--- src/rtl/dout_uart_tx_pkg.sv ---
// -----------------------------------------------------------------------------
// dout_uart_pkg
// Shared types and default constants for the debug-byte UART transmitter.
//   tx_state_t            : transmit FSM state encoding
//   DEFAULT_CLKS_PER_BIT  : default clock cycles per UART bit period
//   DEFAULT_FIFO_DEPTH    : default number of queued bytes
// -----------------------------------------------------------------------------
package dout_uart_pkg;

    typedef enum logic [1:0] {
        IDLE  = 2'd0,
        START = 2'd1,
        DATA  = 2'd2,
        STOP  = 2'd3
    } tx_state_t;

    localparam int DEFAULT_CLKS_PER_BIT = 16;
    localparam int DEFAULT_FIFO_DEPTH   = 4;

endpackage

--- src/rtl/dout_uart_tx_if.sv ---
// -----------------------------------------------------------------------------
// dout_uart_tx_if
// Bundles the processor debug byte and the UART-side outputs.
//   data_i     : processor debug byte (processor -> transmitter)
//   tx_o       : UART serial line, idles high
//   busy_o     : frame in flight or bytes queued
//   overflow_o : sticky, a byte was dropped on a full queue
// master = processor/board side, slave = transmitter.
// -----------------------------------------------------------------------------
interface dout_uart_tx_if;
    logic [7:0] data_i;
    logic       tx_o;
    logic       busy_o;
    logic       overflow_o;

    modport master (output data_i, input tx_o, input busy_o, input overflow_o);
    modport slave  (input data_i, output tx_o, output busy_o, output overflow_o);
endinterface

--- src/rtl/dout_uart_tx_byte_fifo.sv ---
// -----------------------------------------------------------------------------
// byte_fifo
// Synchronous byte FIFO with combinational read data (head of queue).
//   clk_i/rst_i : clock, asynchronous active-high reset
//   push/din    : write request and data; accepted when not full, or when a
//                 pop happens on the same edge
//   pop/dout    : read request; dout always shows the oldest entry
//   full/empty  : occupancy flags
//   count       : entries held, 0..DEPTH
// -----------------------------------------------------------------------------
module byte_fifo #(
    parameter int DEPTH = 4
) (
    input  logic                   clk_i,
    input  logic                   rst_i,
    input  logic                   push,
    input  logic                   pop,
    input  logic [7:0]             din,
    output logic [7:0]             dout,
    output logic                   full,
    output logic                   empty,
    output logic [$clog2(DEPTH):0] count
);
    localparam int AW = $clog2(DEPTH);
    localparam int CW = AW + 1;
    localparam logic [CW-1:0] FULL_COUNT = CW'(DEPTH);
    localparam logic [CW-1:0] CNT_ONE    = CW'(1);
    localparam logic [AW-1:0] PTR_ONE    = AW'(1);

    logic [7:0]    r_mem [DEPTH];
    logic [AW-1:0] r_wr_ptr;
    logic [AW-1:0] r_rd_ptr;
    logic [CW-1:0] r_count;
    logic          w_do_push;
    logic          w_do_pop;

    // A pop frees a slot in the same edge, so a full FIFO can still take a push.
    assign w_do_pop  = pop && (r_count != {CW{1'b0}});
    assign w_do_push = push && ((r_count != FULL_COUNT) || w_do_pop);

    assign dout  = r_mem[r_rd_ptr];
    assign full  = (r_count == FULL_COUNT);
    assign empty = (r_count == {CW{1'b0}});
    assign count = r_count;

    // Storage write; contents need no reset because count gates every read.
    always_ff @(posedge clk_i) begin
        if (w_do_push) begin
            r_mem[r_wr_ptr] <= din;
        end
    end

    // Pointers wrap naturally at the power-of-two depth; count tracks occupancy.
    always_ff @(posedge clk_i or posedge rst_i) begin
        if (rst_i) begin
            r_wr_ptr <= {AW{1'b0}};
            r_rd_ptr <= {AW{1'b0}};
            r_count  <= {CW{1'b0}};
        end else begin
            if (w_do_push) begin
                r_wr_ptr <= r_wr_ptr + PTR_ONE;
            end
            if (w_do_pop) begin
                r_rd_ptr <= r_rd_ptr + PTR_ONE;
            end
            case ({w_do_push, w_do_pop})
                2'b10:   r_count <= r_count + CNT_ONE;
                2'b01:   r_count <= r_count - CNT_ONE;
                default: r_count <= r_count;
            endcase
        end
    end

endmodule

--- src/rtl/dout_uart_tx.sv ---
// -----------------------------------------------------------------------------
// dout_uart_tx
// Watches the processor debug byte and sends every new value out as an 8N1
// UART frame. Changes are queued in a small FIFO; values arriving on a full
// queue are dropped and flagged. At board level data_i is wired to the
// processor data_out_o and tx_o to the UART pin.
//   clk_i      : sole clock
//   rst_i      : asynchronous active-high reset (aborts any frame)
//   bus.data_i : debug byte, sampled every cycle
//   bus.tx_o   : serial line, idles high
//   bus.busy_o : frame in flight or FIFO non-empty
//   bus.overflow_o : sticky drop flag
// -----------------------------------------------------------------------------
module dout_uart_tx
    import dout_uart_pkg::*;
#(
    parameter int CLKS_PER_BIT = DEFAULT_CLKS_PER_BIT,
    parameter int FIFO_DEPTH   = DEFAULT_FIFO_DEPTH
) (
    input  logic           clk_i,
    input  logic           rst_i,
    dout_uart_tx_if.slave  bus
);
    localparam int BW = $clog2(CLKS_PER_BIT);
    localparam int CW = $clog2(FIFO_DEPTH) + 1;
    localparam logic [BW-1:0] BAUD_LOAD = BW'(CLKS_PER_BIT - 1);
    localparam logic [BW-1:0] BAUD_ONE  = BW'(1);
    localparam logic [BW-1:0] BAUD_ZERO = BW'(0);

    tx_state_t     r_state;
    tx_state_t     w_state_nxt;
    logic [BW-1:0] r_baud;
    logic [BW-1:0] w_baud_nxt;
    logic [2:0]    r_bit_idx;
    logic [2:0]    w_bit_idx_nxt;
    logic [7:0]    r_shift;
    logic [7:0]    w_shift_nxt;
    logic          r_tx;
    logic          w_tx_nxt;
    logic [7:0]    r_prev_q;
    logic          r_overflow;

    logic          w_push;
    logic          w_pop;
    logic [7:0]    w_fifo_dout;
    logic          w_full;
    logic          w_empty;
    logic [CW-1:0] w_count;

    assign w_push = (bus.data_i != r_prev_q);

    byte_fifo #(
        .DEPTH (FIFO_DEPTH)
    ) u_fifo (
        .clk_i (clk_i),
        .rst_i (rst_i),
        .push  (w_push),
        .pop   (w_pop),
        .din   (bus.data_i),
        .dout  (w_fifo_dout),
        .full  (w_full),
        .empty (w_empty),
        .count (w_count)
    );

    // Change detector and sticky drop flag; prev_q follows data_i even when the byte is dropped.
    always_ff @(posedge clk_i or posedge rst_i) begin
        if (rst_i) begin
            r_prev_q   <= 8'h00;
            r_overflow <= 1'b0;
        end else begin
            if (w_push) begin
                r_prev_q <= bus.data_i;
            end
            if (w_push && w_full && !w_pop) begin
                r_overflow <= 1'b1;
            end
        end
    end

    // Transmit FSM state and datapath registers.
    always_ff @(posedge clk_i or posedge rst_i) begin
        if (rst_i) begin
            r_state   <= IDLE;
            r_baud    <= BAUD_ZERO;
            r_bit_idx <= 3'd0;
            r_shift   <= 8'h00;
            r_tx      <= 1'b1;
        end else begin
            r_state   <= w_state_nxt;
            r_baud    <= w_baud_nxt;
            r_bit_idx <= w_bit_idx_nxt;
            r_shift   <= w_shift_nxt;
            r_tx      <= w_tx_nxt;
        end
    end

    // Next-state logic; the shift register moves right so bit 0 is always the next data bit.
    always_comb begin
        w_state_nxt   = r_state;
        w_baud_nxt    = r_baud;
        w_bit_idx_nxt = r_bit_idx;
        w_shift_nxt   = r_shift;
        w_tx_nxt      = r_tx;
        w_pop         = 1'b0;
        case (r_state)
            IDLE: begin
                w_tx_nxt = 1'b1;
                if (!w_empty) begin
                    w_pop         = 1'b1;
                    w_shift_nxt   = w_fifo_dout;
                    w_baud_nxt    = BAUD_LOAD;
                    w_bit_idx_nxt = 3'd0;
                    w_tx_nxt      = 1'b0;
                    w_state_nxt   = START;
                end else begin
                    w_state_nxt = IDLE;
                end
            end
            START: begin
                if (r_baud == BAUD_ZERO) begin
                    w_state_nxt   = DATA;
                    w_baud_nxt    = BAUD_LOAD;
                    w_bit_idx_nxt = 3'd0;
                    w_tx_nxt      = r_shift[0];
                    w_shift_nxt   = {1'b0, r_shift[7:1]};
                end else begin
                    w_baud_nxt = r_baud - BAUD_ONE;
                end
            end
            DATA: begin
                if (r_baud == BAUD_ZERO) begin
                    w_baud_nxt = BAUD_LOAD;
                    if (r_bit_idx == 3'd7) begin
                        w_state_nxt = STOP;
                        w_tx_nxt    = 1'b1;
                    end else begin
                        w_bit_idx_nxt = r_bit_idx + 3'd1;
                        w_tx_nxt      = r_shift[0];
                        w_shift_nxt   = {1'b0, r_shift[7:1]};
                    end
                end else begin
                    w_baud_nxt = r_baud - BAUD_ONE;
                end
            end
            STOP: begin
                w_tx_nxt = 1'b1;
                if (r_baud == BAUD_ZERO) begin
                    w_state_nxt = IDLE;
                end else begin
                    w_baud_nxt = r_baud - BAUD_ONE;
                end
            end
            default: begin
                w_state_nxt = IDLE;
                w_tx_nxt    = 1'b1;
            end
        endcase
    end

    assign bus.tx_o       = r_tx;
    assign bus.busy_o     = (r_state != IDLE) || (w_count != {CW{1'b0}});
    assign bus.overflow_o = r_overflow;

endmodule

--- src/flat_wrapper.sv ---
// flat-port wrapper written by rule: the top's interface ports become plain ports
module dout_uart_tx_flat import dout_uart_pkg::*;
#(
    parameter int CLKS_PER_BIT = DEFAULT_CLKS_PER_BIT,
    parameter int FIFO_DEPTH   = DEFAULT_FIFO_DEPTH
)
  (clk_i, rst_i, bus_data_i, bus_tx_o, bus_busy_o, bus_overflow_o);
  dout_uart_tx_if bus_i ();
  input  logic clk_i;
  input  logic rst_i;
  input wire logic [$bits(bus_i.data_i)-1:0] bus_data_i;
  output wire logic [$bits(bus_i.tx_o)-1:0] bus_tx_o;
  output wire logic [$bits(bus_i.busy_o)-1:0] bus_busy_o;
  output wire logic [$bits(bus_i.overflow_o)-1:0] bus_overflow_o;
  assign bus_i.data_i = bus_data_i;
  assign bus_tx_o = bus_i.tx_o;
  assign bus_busy_o = bus_i.busy_o;
  assign bus_overflow_o = bus_i.overflow_o;
  dout_uart_tx #(.CLKS_PER_BIT(CLKS_PER_BIT), .FIFO_DEPTH(FIFO_DEPTH)) u_core (.clk_i(clk_i), .rst_i(rst_i), .bus(bus_i));
endmodule
--- config.mk ---
export PLATFORM = sky130hd
export DESIGN_NAME = dout_uart_tx_flat
export DESIGN_NICKNAME = d
export VERILOG_FILES = /design/src/rtl/dout_uart_tx_pkg.sv /design/src/rtl/dout_uart_tx_if.sv /design/src/rtl/dout_uart_tx_byte_fifo.sv /design/src/rtl/dout_uart_tx.sv /design/src/flat_wrapper.sv
export SDC_FILE = /design/constraint.sdc
export NUM_CORES = 1
export LEC_CHECK = 0
export CAP_MARGIN = 20
export CORE_MARGIN = 3
export CORE_UTILIZATION = 56
export CTS_BUF_LIST = sky130_fd_sc_hd__clkbuf_8
export DETAILED_ROUTE_END_ITERATION = 6
export GPL_ROUTABILITY_DRIVEN = 0
export PLACE_DENSITY = 0.75
export SETUP_SLACK_MARGIN = 0.02
export SLEW_MARGIN = 5
export SYNTH_ARGS = -nofsm -noshare
export SYNTH_HDL_FRONTEND = slang
export SYNTH_SLANG_ARGS = --single-unit
--- constraint.sdc ---
create_clock -name clk_i -period 4.5 [get_ports clk_i]
set_clock_uncertainty 0.1 [all_clocks]
set_input_delay 0.9 -clock clk_i [delete_from_list [all_inputs] [get_ports clk_i]]
set_output_delay 0.9 -clock clk_i [all_outputs]
set_load 0.02 [all_outputs]
==> results.md <==
- Outcome: finished, final reports clean
- WL/cell: 15.5 µm
- Post-placement cell count: 291
- Crit path largest cell delay: 0.61 ns
- Final setup viols: 0
- Comb pwr share: 37.6%
- Worst Setup End Kind: output pin
- Global-route wire length before repair: 8.25 mm
- Max Cap Viol: 0
- DRC viols: 0
- Vias in the first global route: 1693
- Multi-input gate area: 1060 µm²
- Crit Path Class: reg -> out
- Worst slew pin tran: 0.698 ns
- Initial antenna violation count: 0
- Synth warn: 0
- N_diodes: 0
- First-pass DRT Iterations: 4
- Fin. Hold Viols: 0
- # H-tree levels: 3
- Worst Hold End: u_core.bus.overflow_o
- Worst path bufs/invs: 3
- Total GRT Usage: 17.9%
- Antenna Nets Post-Route: 0
- Cell area power density: 716 nW/µm²
- Fill cells: 385
- CTS Root Cell: clkbuf_8
- Core Util, Final: 66.9%
- Chip width: 79 µm
- Startpoint class of the critical path: flop
- Crit-path slowest cell: nor4b_1
- Gr ovfl total: 0
- Starting DRC count in detailed routing: 94
- Fin crit share: 75.3%
- RR Endpoint: u_core.u_fifo.count[1]
- Hold path depth: 1
- Setup_tns: 0 ns
- VDD IR-drop max: 501 µV
- Post-Layout Cell Count: 308
- Reg2reg start: u_core.r_prev_q[5]
- Initial Util: 60.4%
- Detail Placement HPWL: 3.17 mm
- CTS tree: done
- CTS clk-pin slew, worst paths: 0.07 ns
- Clock buffer depth: 2
- IO Port Bufs: 12
- Layout cell share with drive strength beyond 1: 15.8%
- Sequential-to-total area share from yosys stat: 60.8%
- Flop2flop setup slack: 1.88 ns
- Hold_buf cts: 0
- Crit-path max FO: 7
- Switch Pwr: 840 µW
- Seq cells post-synth: 66
- Sequential share of power: 43.6%
- Final #Nets: 259
- Post-synth top area share: 32.2%
- Critical path's most frequent cell: inv_1
- RSZ-0062 raised after global routing: false
- Via/cell ratio: 5.45
- Slew headroom: 52.8%
- Synth Net Count: 250
- Worst min path class: reg -> reg
- Cell taking the most area after synthesis: edfxtp_1
- Largest net degree at the start of global routing: 35
- I/O pin cnt: 13
- Fin. max-slew vios: 0
- Row count: 25
- Fmax: 295 MHz
- Area growth syn-to-layout: 10.9%
- Clk_lat worst skew: 0.34 ns
- Area of the core: 4940 µm²
- Post-route total power: 2370 µW
- Die area: 6240 µm²
- Die Height: 79 µm
- Cell family with most CP delay: buffers and inverters
- Final WL: 4.76 mm
- CTS buffer count: 9
- Worst Min Path Start: u_core.bus.overflow_o
- Worst reg2reg path depth: 6
- Post-cts sizing count: 0
- Setup repair bufs after CTS: 0
- Vias: 1678
- Clk pwr share: 18.9%
- Cell chain of the critical path: inv_1 > ha_1 > nor4b_1 > inv_1 > clkdlybuf4s50_1
- Reg area: 1810 µm²
- CTS Sinks: 66
- Switch share: 35.4%
- Cells after Synth: 227
- Top cells by area in the synthesized netlist: edfxtp_1, dfrtp_1, mux4_2, ha_1, mux2i_1
- Pint: 1530 µW
- Min cycle time layout: 3.39 ns
- Leakage: 0.00136 µW
- WP data required: 3.50 ns
- Unique masters post-synth: 38
- Data arrival time of the worst path: 2.39 ns
- Mapped Area: 2980 µm²
- Syn Area/Cell: 13.1 µm²
## registers in the layout, summed over array words and instances, names as in the netlist
register,flops
u_core.u_fifo.r_rd_ptr,2
u_core.r_shift,8
u_core.u_fifo.r_wr_ptr,2
u_core.u_fifo.count,3
u_core.bus.tx_o,1
u_core.r_state,2
u_core.r_bit_idx,3
u_core.r_prev_q,8
u_core.u_fifo.r_mem,32
u_core.r_baud,4
u_core.bus.overflow_o,1
## power by group through the flow
stage          sequential (µW)  combinational, µW  clock, µW
3_5_place_dp              1050                890          0
3_3_place_gp              1040                869          0
2_1_floorplan              974                771          0
5_1_grt                   1070                995        486
4_1_cts                   1040                892        458
6_report                  1030                891        447
## routing by layer
metal | vias to the layer above | global-route usage [%] | wire (µm)
met1 | 823 | 23.4 | 2230
met3 | 11 | 4.20 | 137
met4 | 0 | 11.3 | 152
met2 | 24 | 27.1 | 2240
li1 | 820 | - | -
met5 | - | 0 | 0
## layout by cell type (no fill, tap or decap), drive strengths merged
cell,instances
nor3b,2
mux2i,9
o31a,1
dfstp,1
inv,12
xor2,9
mux2,4
nor3,2
o21ai,17
edfxtp,32
o21a,1
xnor2,4
nand2,21
mux4,8
buf,2
nor2,12
nand2b,2
a21oi,10
and3,5
ha,12
nor4,2
fa,1
nor4b,1
nand3,1
clkbuf,10
clkinv,3
clkinvlp,1
nor2b,1
o22a,3
or3b,1
a211oi,1
a21o,1
clkdlybuf4s50,12
nand3b,1
or2,3
dfrtp,33
## cell type report
| class | count | area share [%] |
|---|---|---|
| clock buffer | 10 | 4.16 |
| inverter | 10 | 1.13 |
| clock inverter | 6 | 1.29 |
| sequential | 66 | 54.8 |
| multi-input combinational | 135 | 32.0 |
| tap | 67 | 2.53 |
| timing repair buffer | 14 | 4.08 |
## kinds of logic after synthesis
group / after synthesis / synth area share [%]
flip-flops: 66 / 60.8
AND/OR/NAND/NOR: 54 / 8.89
AO/OA/AOI/OAI: 34 / 6.50
buffers and inverters: 26 / 3.77
multiplexers: 21 / 10.6
XOR/XNOR: 13 / 3.82
adder cells (fa/ha/maj): 13 / 5.70
## worst register-to-register path, stage by stage, from the launching register on
cell and delay, ns:
dfrtp_1 0.38, xor2_1 0.17, nor4_1 0.54, nand2_1 0.39
nor2_1 0.23, fa_1 0.43, mux2_2 0.27
## cells in the mapped netlist (all sizes together)
library cell and n:
mux4 8, or2 3, nor2b 1, a21oi 10, nand3b 1, o22a 3, mux2 4, nand2b 2
nand3 1, a211oi 1, nor2 12, xnor2 4, fa 1, dfrtp 33, nand2 21, and3 5
nor4b 1, o31a 1, edfxtp 32, clkbuf 12, o21a 1, dfstp 1, a21o 1, inv 10
o21ai 17, or3b 1, mux2i 9, xor2 9, nor3b 2, buf 4, nor4 2, ha 12
nor3 2
## stage by stage
step	hold slack (ns)	instance area [µm²]	worst slack, ns
after floorplan	0.349	2980	1.85
after global placement	0.352	3120	1.03
after detailed placement	0.355	3120	0.968
after CTS	0.377	3300	1.06
after global routing	0.390	3310	0.857
final	0.372	3310	1.11
## worst max path at each step
stage,end,slack [ns],cells after the start,start
after floorplan,u_core.u_fifo.count[1],1.85,7,bus_data_i[2]
after global placement,u_core.u_fifo.count[1],1.03,7,bus_data_i[5]
after detailed placement,u_core.u_fifo.count[1],0.97,7,bus_data_i[5]
after CTS,bus_busy_o,1.06,5,u_core.r_state[0]
after global routing,bus_busy_o,0.86,5,u_core.r_state[0]
final,bus_busy_o,1.11,5,u_core.r_state[0]
Power figures use the tool's default switching activity.
